File: src/rtl/gpio_input_ctl.sv
// Player-2 left/right input conditioning: 2-FF sync, per-pin debounce and
// first-pressed-wins direction arbitration with registered press pulses.
//
// state    | meaning
// ---------+-----------------------------------------------
// ST_NONE  | no direction owned (both released or both held)
// ST_LEFT  | left pin owns the direction
// ST_RIGHT | right pin owns the direction
module gpio_input_ctl #(
    parameter int DEBOUNCE_CYCLES = 65_000,
    parameter int CNT_W           = $clog2(DEBOUNCE_CYCLES)
) (
    input  logic clk,
    input  logic rst,
    input  logic gpio_left_raw,
    input  logic gpio_right_raw,
    output logic gpio_left,
    output logic gpio_right,
    output logic gpio_left_press,
    output logic gpio_right_press
);

    localparam logic [1:0] ST_NONE  = 2'b00;
    localparam logic [1:0] ST_LEFT  = 2'b01;
    localparam logic [1:0] ST_RIGHT = 2'b10;

    localparam logic [CNT_W-1:0] CNT_MAX = CNT_W'(DEBOUNCE_CYCLES - 1);

    // Channel index 0 is left, 1 is right.
    logic [1:0]       raw;
    logic [1:0]       sync1_q;
    logic [1:0]       sync2_q;
    logic [1:0]       db_q;
    logic [1:0]       db_d;
    logic [CNT_W-1:0] cnt_q [2];
    logic [CNT_W-1:0] cnt_d [2];

    logic [1:0]       state_q;
    logic [1:0]       state_d;
    logic             left_press_q;
    logic             right_press_q;
    logic             left_press_d;
    logic             right_press_d;

    assign raw = {gpio_right_raw, gpio_left_raw};

    // A level is accepted only after CNT_MAX+1 consecutive differing samples;
    // any sample matching the stable level restarts the count.
    always_comb begin
        for (int i = 0; i < 2; i++) begin
            db_d[i]  = db_q[i];
            cnt_d[i] = '0;
            if (sync2_q[i] != db_q[i]) begin
                if (cnt_q[i] == CNT_MAX) begin
                    db_d[i] = sync2_q[i];
                end else begin
                    cnt_d[i] = cnt_q[i] + 1'b1;
                end
            end
        end
    end

    always_comb begin
        state_d = ST_NONE;
        case (state_q)
            ST_NONE: begin
                if (db_q[0] && !db_q[1]) begin
                    state_d = ST_LEFT;
                end else if (db_q[1] && !db_q[0]) begin
                    state_d = ST_RIGHT;
                end else begin
                    state_d = ST_NONE;
                end
            end
            ST_LEFT: begin
                if (!db_q[0]) begin
                    state_d = db_q[1] ? ST_RIGHT : ST_NONE;
                end else begin
                    state_d = ST_LEFT;
                end
            end
            ST_RIGHT: begin
                if (!db_q[1]) begin
                    state_d = db_q[0] ? ST_LEFT : ST_NONE;
                end else begin
                    state_d = ST_RIGHT;
                end
            end
            default: state_d = ST_NONE;
        endcase
    end

    assign left_press_d  = (state_d == ST_LEFT)  && (state_q != ST_LEFT);
    assign right_press_d = (state_d == ST_RIGHT) && (state_q != ST_RIGHT);

    always_ff @(posedge clk) begin
        if (rst) begin
            sync1_q       <= '0;
            sync2_q       <= '0;
            db_q          <= '0;
            cnt_q[0]      <= '0;
            cnt_q[1]      <= '0;
            state_q       <= ST_NONE;
            left_press_q  <= 1'b0;
            right_press_q <= 1'b0;
        end else begin
            sync1_q       <= raw;
            sync2_q       <= sync1_q;
            db_q          <= db_d;
            cnt_q[0]      <= cnt_d[0];
            cnt_q[1]      <= cnt_d[1];
            state_q       <= state_d;
            left_press_q  <= left_press_d;
            right_press_q <= right_press_d;
        end
    end

    assign gpio_left        = (state_q == ST_LEFT);
    assign gpio_right       = (state_q == ST_RIGHT);
    assign gpio_left_press  = left_press_q;
    assign gpio_right_press = right_press_q;

endmodule

File: config.mk
export PLATFORM = sky130hd
export DESIGN_NAME = gpio_input_ctl
export DESIGN_NICKNAME = d
export VERILOG_FILES = /design/src/rtl/gpio_input_ctl.sv
export SDC_FILE = /design/constraint.sdc
export NUM_CORES = 1
export LEC_CHECK = 0
export CAP_MARGIN = 20
export CORE_MARGIN = 3
export CORE_UTILIZATION = 43
export CTS_CLUSTER_DIAMETER = 50
export DETAILED_ROUTE_END_ITERATION = 16
export SYNTH_ARGS = -nofsm -noshare
export SYNTH_HDL_FRONTEND = slang
export SYNTH_SLANG_ARGS = --single-unit
File: constraint.sdc
create_clock -name clk -period 2.32 [get_ports clk]
set_input_delay 0.464 -clock clk [delete_from_list [all_inputs] [get_ports clk]]
set_output_delay 0.464 -clock clk [all_outputs]
set_load 0.01 [all_outputs]
==> results, run 1 <==
- The TritonCTS clock tree is yes.
- The number of global-route vias before repair came to roughly 1300.
- The path class of the tightest hold or removal check is reg2reg.
- In this design, the stage delay of the slowest critical-path cell is 540 ps.
- Buffers inserted during clock tree synthesis total 5.
- The final hold violation count is 0.
- Once placement finished, the instance area stood at between 1500 and 2000 um^2.
- The clock slew at the register clock pins of the worst setup and hold paths is about 80 ps.
- The worst IR drop on VDD is between 0.3 and 0.4 mV.
- The synthesized design contains 0 enable-type register cells.
- The clock sink total is 42.
- The synthesized netlist cell count is between 150 and 200.
- Yosys attributes the largest share of cell area to sky130_fd_sc_hd__dfxtp_1, sky130_fd_sc_hd__xnor2_1, sky130_fd_sc_hd__nor2_1.
- The cell at the root of the clock tree is sky130_fd_sc_hd__clkbuf_8.
- The share of cells above drive strength 1 is 6.83%.
- The slowest stage of the critical path belongs to the cell sky130_fd_sc_hd__or4b_1.
- The number of I/O port buffers is 7.
- The worst clock skew on the final layout is roughly 6 ps.
- After layout, the worst setup slack is roughly 370 ps.
- The number of detailed-route iterations in the first pass is 4.
- The number of design-rule violations left by the first detailed-router iteration is 76.
- The count of pins over their slew limit is 0.
- In this run the cell area of the synthesized design comes to between 1500 and 2000 um^2.
- The maximum fanout encountered on the critical timing path is 15.
- The leakage power total is 0.595 nW.
- The total setup violations reported at the end of the flow is 0.
- The buffers inserted during post-CTS setup optimization is 0.
- The setup slack after placement is 369 ps.
- Post-CTS repair changed the size of 0 cells.
- The critical path data required time is about 2500 ps.
- The global-route wire length before repair is approximately 5.6 mm.
- The effective utilization at floorplan is around 47%.
- The die area is 5000 um^2.
- Setup repair after global routing left no endpoint under its margin.
- Counting I/O delays and the setup requirement, the final critical path takes 1950 ps.
- The share of async-settable or async-resettable flops after synthesis is 0%.
- Averaged over all synthesized cells, the footprint is 9.28 um^2.
- Detailed placement ended at an HPWL of about 2.2 mm.
- The fill cell instance count of the final layout is 370.
- Wires add up to between 3 and 4 mm.
- At the worst endpoint, the arrival time is around 2100 ps.
- The vias after detailed routing is roughly 1300.
- After synthesis, the netlist uses 30 different library cells.
- The deepest clock path buffer count is 2.
- From left edge to right edge, the die measures around 71 um.
- The total of flip-flops plus latches after synthesis is 42.
- The number of rows created at floorplan is 22.
- Across the run, the number of max-cap violations was 0.
- The core region is 3850 um^2.
- The maximum level of the CTS H-tree is 2.
- Synthesis produced a netlist with a net count of 200.
- For this run, the leading register cell type out of synthesis is sky130_fd_sc_hd__dfxtp_1.
- Once layout is complete, the cells apart from fillers number approximately 250.
- At the pin with the least slew margin, the transition time is 507 ps.
- The synthesis warning total is 0.
- Headroom to the max-slew limit came out at 66.2%.
- The total overflow left after global routing is 0.
- The post-placement cell count is roughly 250.
- The highest attainable clock frequency is around 0.51 GHz.
- The number of antenna violations at the first check in global routing was 0.
- The area growth from synthesis to layout is 10.6%.
- The number of nets with antenna violations after routing is 0.
- The category of the worst setup path launch point is a flop.
- In this run the biggest area consumer among cell types represents between 40% and 50% of the synthesized area.
- In the final routed layout, each cell accounts on average for roughly 12 um.
- The dominant cell type by area after synthesis is sky130_fd_sc_hd__dfxtp_1.
- The total number of nets in the final design is between 200 and 250.
- The combined global-route utilization of all metal layers is 13.8%.
- The number of antenna cells inserted is 0.
- The vias per cell is around 5.2.
- The capturing element type of the critical path is a flop.
- Power spread over the standard cell area amounts to 664 nW/um^2.
- The total power is between 1 and 1.5 mW.
- Entering global routing, the biggest net connects 16 pins.
- The count of hold-fix buffers inserted at cts is 0.
- The signal on the critical path passes through or4b_1 > nor4_2 > or2_1 > nor2_1.
- Routability-driven placement finished with a final weighted congestion of ~0.81.
- The share of the clock period used by the worst path after layout is between 80% and 90%.
- Sequential elements use ~47% of the synthesized area.
- By count the netlist is led by sky130_fd_sc_hd__dfxtp_1, sky130_fd_sc_hd__nor2_1, sky130_fd_sc_hd__xnor2_1.
- After routing the design area is between 1500 and 2000 um^2.
- The flow ran to the end, and the final reports show no timing, DRC or antenna violations.
- The later-pin clock latency in the skew report is 300 ps.
- During I/O placement, the number of pins put on the boundary was 8.
- The detailed-route DRC error count is 0.
- The setup total negative slack is 0 ps.
- By instance count, the leading cell after synthesis is sky130_fd_sc_hd__dfxtp_1.
- The critical path is of the reg2reg type.
- The chip height is between 70 and 80 um.
## cell type report
class	count	area, um^2	share of cell area (%)
Multi-Input combinational cell	141	873	43.8
Sequential cell	42	841	42.2
Timing Repair Buffer	9	85.1	4.27
Clock buffer	5	68.8	3.45
Tap cell	48	60.1	3.02
Clock inverter	3	45.0	2.26
Inverter	5	18.8	0.942
## routing by layer
metal	track usage, %	routed length [um]	part of all wire, %
met5	0	0	0
met4	7.72	63	2.0
met3	4.40	159	5.1
met2	20.4	1390	44
met1	17.8	1510	48
## worst paths after layout
path | start | endpoint | slack (ps) | cells after the start
worst max-delay path | cnt_q[0][25] | cnt_q[0][30] | 370 | 4
worst min-delay path | cnt_q[0][16] | cnt_q[0][16] | 450 | 1
worst max register to register | cnt_q[0][25] | cnt_q[0][30] | 370 | 4
worst min register to register | cnt_q[0][16] | cnt_q[0][16] | 450 | 1
## placed cells by master, fill, tap and decap left out
cell / count
sky130_fd_sc_hd__xnor2_1: 18
sky130_fd_sc_hd__or2_1: 2
sky130_fd_sc_hd__clkdlybuf4s50_1: 7
sky130_fd_sc_hd__or3_1: 1
sky130_fd_sc_hd__buf_4: 2
sky130_fd_sc_hd__and4_2: 1
sky130_fd_sc_hd__clkbuf_8: 5
sky130_fd_sc_hd__nor4_1: 7
sky130_fd_sc_hd__xor2_1: 11
sky130_fd_sc_hd__nor4_2: 2
sky130_fd_sc_hd__nand4_1: 11
sky130_fd_sc_hd__nand2b_1: 3
sky130_fd_sc_hd__nand2_1: 8
sky130_fd_sc_hd__and4_1: 2
sky130_fd_sc_hd__nor2_1: 37
sky130_fd_sc_hd__inv_1: 5
sky130_fd_sc_hd__ha_1: 2
sky130_fd_sc_hd__clkinvlp_4: 2
sky130_fd_sc_hd__nand3_1: 10
sky130_fd_sc_hd__or4_1: 1
sky130_fd_sc_hd__dfxtp_1: 42
sky130_fd_sc_hd__and2_1: 1
sky130_fd_sc_hd__o21ai_0: 1
sky130_fd_sc_hd__a21oi_1: 1
sky130_fd_sc_hd__or2b_2: 1
sky130_fd_sc_hd__a211oi_1: 2
sky130_fd_sc_hd__nor3_1: 7
sky130_fd_sc_hd__mux2i_1: 2
sky130_fd_sc_hd__or4b_1: 2
sky130_fd_sc_hd__bufinv_16: 1
sky130_fd_sc_hd__nor2b_1: 8
## sequential cells by signal, indices dropped and copies added (netlist names)
signal            cells
sync2_q               2
db_q                  2
gpio_right_press      1
sync1_q               2
cnt_q                32
gpio_left_press       1
state_q               2
## power by group
group / internal [mW] / total [mW] / switching (mW)
registers: 0.724 / 0.727 / 0.00227
logic: 0.00995 / 0.0187 / 0.00874
clock network: 0.320 / 0.576 / 0.257
total: 1.05 / 1.32 / 0.268
## cells by family after synthesis
family | Yosys count | share of synthesized area [%]
multiplexers | 2 | 1.11
buffers and inverters | 11 | 4.79
flip-flops | 42 | 46.7
AND/OR/NAND/NOR | 104 | 30.5
XOR/XNOR | 29 | 14.1
adder cells (fa/ha/maj) | 2 | 1.39
AO/OA/AOI/OAI | 4 | 1.39
## worst max-delay path, delay by kind of cell, from the launching register on
family           cells  cell delay, ps
and+or+nand+nor      4            1470
DFF                  1             350
## metrics by stage
step	utilization, %	hold WS, ps
2_1_floorplan	-	414
3_3_place_gp	48.7	418
3_5_place_dp	48.7	439
4_1_cts	51.7	455
5_1_grt	51.7	465
6_report	51.7	454
Note: power is estimated with default switching activity, not from simulation.
==> run 2: changes to the inputs <==
clock period = 1.84 ns   (was 2.32 ns; I/O delays follow)
==> run 2 against run 1 <==
Net effect: count of clock-buffer cells in the layout grew 1; worst setup slack lost 260 ps; cell count grew 3.2%; worst hold slack worse by 8.7 ps; die area did not move; sequential power up 26%; core utilization up 2.4 points; global-route usage is essentially flat; clock power increased by 24%; combinational power increased by 53%; first-iteration DRC count rose by 28%; sequential cell count unchanged; highest routed layer unchanged.
==> results, run 2 (synthesized netlist as in run 1, its figures left out) <==
- By startpoint and endpoint, the worst setup path is classified as reg2out.
- The flow ran to the end, and the final reports show no timing, DRC or antenna violations.
- The number of antenna cells inserted is 0 (unchanged).
- The area of combinational cells with multiple inputs is 882 um^2 (+1.0%).
- The deepest clock path buffer count is 2 (unchanged).
- The worst slew margin relative to its limit is 74.2% (+8.0 points).
- The areal power density over the cells came to 795 nW/um^2 (+20%).
- The smallest clock period supported by the final layout is computed as about 1700 ps.
- The total setup violations reported at the end of the flow is 0 (unchanged).
- The critical path data required time came to 1470 ps (-1020 ps).
- The count of pins over their slew limit is 0 (unchanged).
- STA classifies the critical path startpoint as a flop.
- The final hold slack is 445 ps (-8.66 ps).
- The setup total negative slack is 0 ps (unchanged).
- The number of buffers created by CTS is 5 (unchanged).
- The total overflow reported by the global router is 0 (unchanged).
- The vias per cell is 5.19 (-0.34%).
- The clock slew at the register clock pins of the worst setup and hold paths is 80 ps (about the same).
- The transition time at the pin with the least slew margin is 383 ps (-124 ps).
- The library cell used most frequently in the layout, excluding fill and tap cells, is sky130_fd_sc_hd__dfxtp_1.
- The met2 wirelength from detailed routing was 1.42 mm (+2.4%).
- The count of cells along the worst hold path came to 1 (unchanged).
- The share of cells above drive strength 1 is 10.8% (+4.0 points).
- The global-route wire length before repair came to 5.50 mm (-1.2%).
- The worst reg-to-reg setup slack was 120 ps (-250 ps).
- The sink of the worst hold path is cnt_q[0][16].
- The worst path arrival time is 1360 ps (-760 ps).
- The clock sink total was 42 (unchanged).
- The share of the clock period used by the worst path after layout is a little over nine tenths.
- The die extent in x was 70.7 um (unchanged).
- The flip-flop count of the largest register after layout is 32 (unchanged).
- The area growth from synthesis to layout is 15.8%.
- The total number of nets in the final design is 218 (+3.8%).
- The chip height came to 70.7 um (unchanged).
- The core area came to 3850 um^2 (unchanged).
- The I/O pin count is 8 (unchanged).
- The number of antenna violations at the first check in global routing is 0 (unchanged).
- The final hold violation count is 0 (unchanged).
- The length of routed met3 wiring was 171 um (+7.5%).
- Leaving out fill and tap cells, the most frequent cells in the layout are sky130_fd_sc_hd__dfxtp_1, sky130_fd_sc_hd__nor2_1, sky130_fd_sc_hd__xnor2_1.
- The final weighted congestion of routability-driven global placement is 0.771 (-4.4%).
- The detailed-route DRC error count was 0 (unchanged).
- The maximum fanout encountered on the critical timing path is 6 (-9).
- The total power was 1.66 mW (+25%).
- The TritonCTS clock tree is yes.
- The wire length per cell was 12.4 um (+0.38%).
- The post-route core utilization is 54.1% (+2.4 points).
- The leakage power total was 0.665 nW (+12%).
- The maximum level of the CTS H-tree came to 2 (unchanged).
- The startpoint of the worst register-to-register path is cnt_q[0][25].
- The number of rows created at floorplan was 22 (unchanged).
- More flip-flops sit in one register than any other, and that register is cnt_q.
- The area occupied by registers is 843 um^2 (+0.30%).
- The later-pin clock latency in the skew report is 290 ps (about the same).
- The worst clock skew on the final layout is 5.05 ps (-1.09 ps).
- The biggest cell delay along the critical path is 540 ps (about the same).
- Setup repair after global routing left no endpoint under its margin.
- The number of global-route vias before repair is 1225 (-4.1%).
- The effective utilization at floorplan is 46.7% (unchanged).
- The combined global-route utilization of all metal layers is 13.8% (about the same).
- The number of design-rule violations left by the first detailed-router iteration is 97 (+28%).
- The path class of the tightest hold or removal check is reg2reg.
- The die area came to 5000 um^2 (unchanged).
- The number of detailed-route iterations in the first pass is 4 (unchanged).
- The worst IR drop on VDD is 0.518 mV (+42%).
- The total half-perimeter wirelength after legalization and detailed placement came to 2.26 mm (+3.1%).
- The capturing element type of the critical path is a primary output.
- The number of nets with antenna violations after routing is 0 (unchanged).
- The cell with the biggest individual delay on the critical path is sky130_fd_sc_hd__clkdlybuf4s50_1.
- The signal on the critical path passes through nor2b_1 > clkdlybuf4s50_1.
- The terminus of the critical flop-to-flop path is cnt_q[0][21].
- The max-capacitance violation count was 0 (unchanged).
- The vias after detailed routing is 1355 (+2.8%).
- The depth of the worst register-to-register path is 5 (+1).
- The met1 wire length is 1.58 mm (+4.4%).
- Based on the critical path, the design can be clocked at up to 0.578 GHz.
- The sum of routed wire length over all layers was 3.23 mm (+3.6%).
- The largest net degree at the start of global routing is 16 (unchanged).
- The cell at the root of the clock tree is sky130_fd_sc_hd__clkbuf_8.
- The number of I/O port buffers was 7 (unchanged).
- The fill cell instance count of the final layout is 350 (-5.4%).
- The uppermost metal layer occupied by signal nets is met4.
- In this run the most critical hold path is launched from cnt_q[0][16].
[run 2: cell count changes in the layout (fill, tap and decap cells not counted), sizes merged]
| cell | change |
|---|---|
| buf | +8 |
| clkinvlp | -1 |
| clkbuf | +1 |
[run 2: routing by layer]
| layer | track usage [%] | vias up |
|---|---|---|
| li1 | - | 694 |
| met1 | 18.7 | 620 |
| met2 | 20.2 | 35 |
| met3 | 4.26 | 6 |
| met4 | 6.26 | 0 |
| met5 | 0 | - |
[run 2: where the power goes]
part	internal, mW	switching (mW)
Sequential	0.913	0.00283
Combinational	0.0169	0.0117
Clock	0.405	0.308
[run 2: repair_timing]
item | 4_1_cts | 5_1_grt
gates resized for setup | 0 | 3
buffers inserted | 0 | 0
hold buffers | 0 | 0
endpoints found under the setup margin | 0 | 17
[run 2: how the worst max path moves through the flow]
stage | start | end | slack, ps | depth (start not counted)
CTS | state_q[1] | gpio_right | 20 | 2
detailed placement | rst | cnt_q[0][21] | 90 | 6
finish | state_q[1] | gpio_right | 110 | 2
global route | cnt_q[0][16] | cnt_q[0][27] | 2 | 6
global placement | cnt_q[0][25] | db_q[1] | 160 | 5
floorplan | cnt_q[0][9] | cnt_q[0][13] | 170 | 6
[run 2: stage by stage]
step                setup slack (ps)  area [um^2]  cells
finish                           109         2080    261
global route                    2.27         2080    261
CTS                             17.3         2070    261
detailed placement              86.2         1960    253
global placement                 156         1960    253
floorplan                        168         1800    194
[run 2: cell type report]
type	count	share of cell area (%)
Multi-Input combinational cell	141	42.3
Tap cell	48	2.88
Timing Repair Buffer	17	8.16
Inverter	5	0.900
Clock buffer	6	3.48
Clock inverter	2	1.80
Sequential cell	42	40.5
[run 2: worst max-delay path, delay by kind of cell (launching register included)]
family,cells,cell delay [ps]
buffers and inverters,1,540
AND/OR/NAND/NOR,1,150
flip-flops,1,370
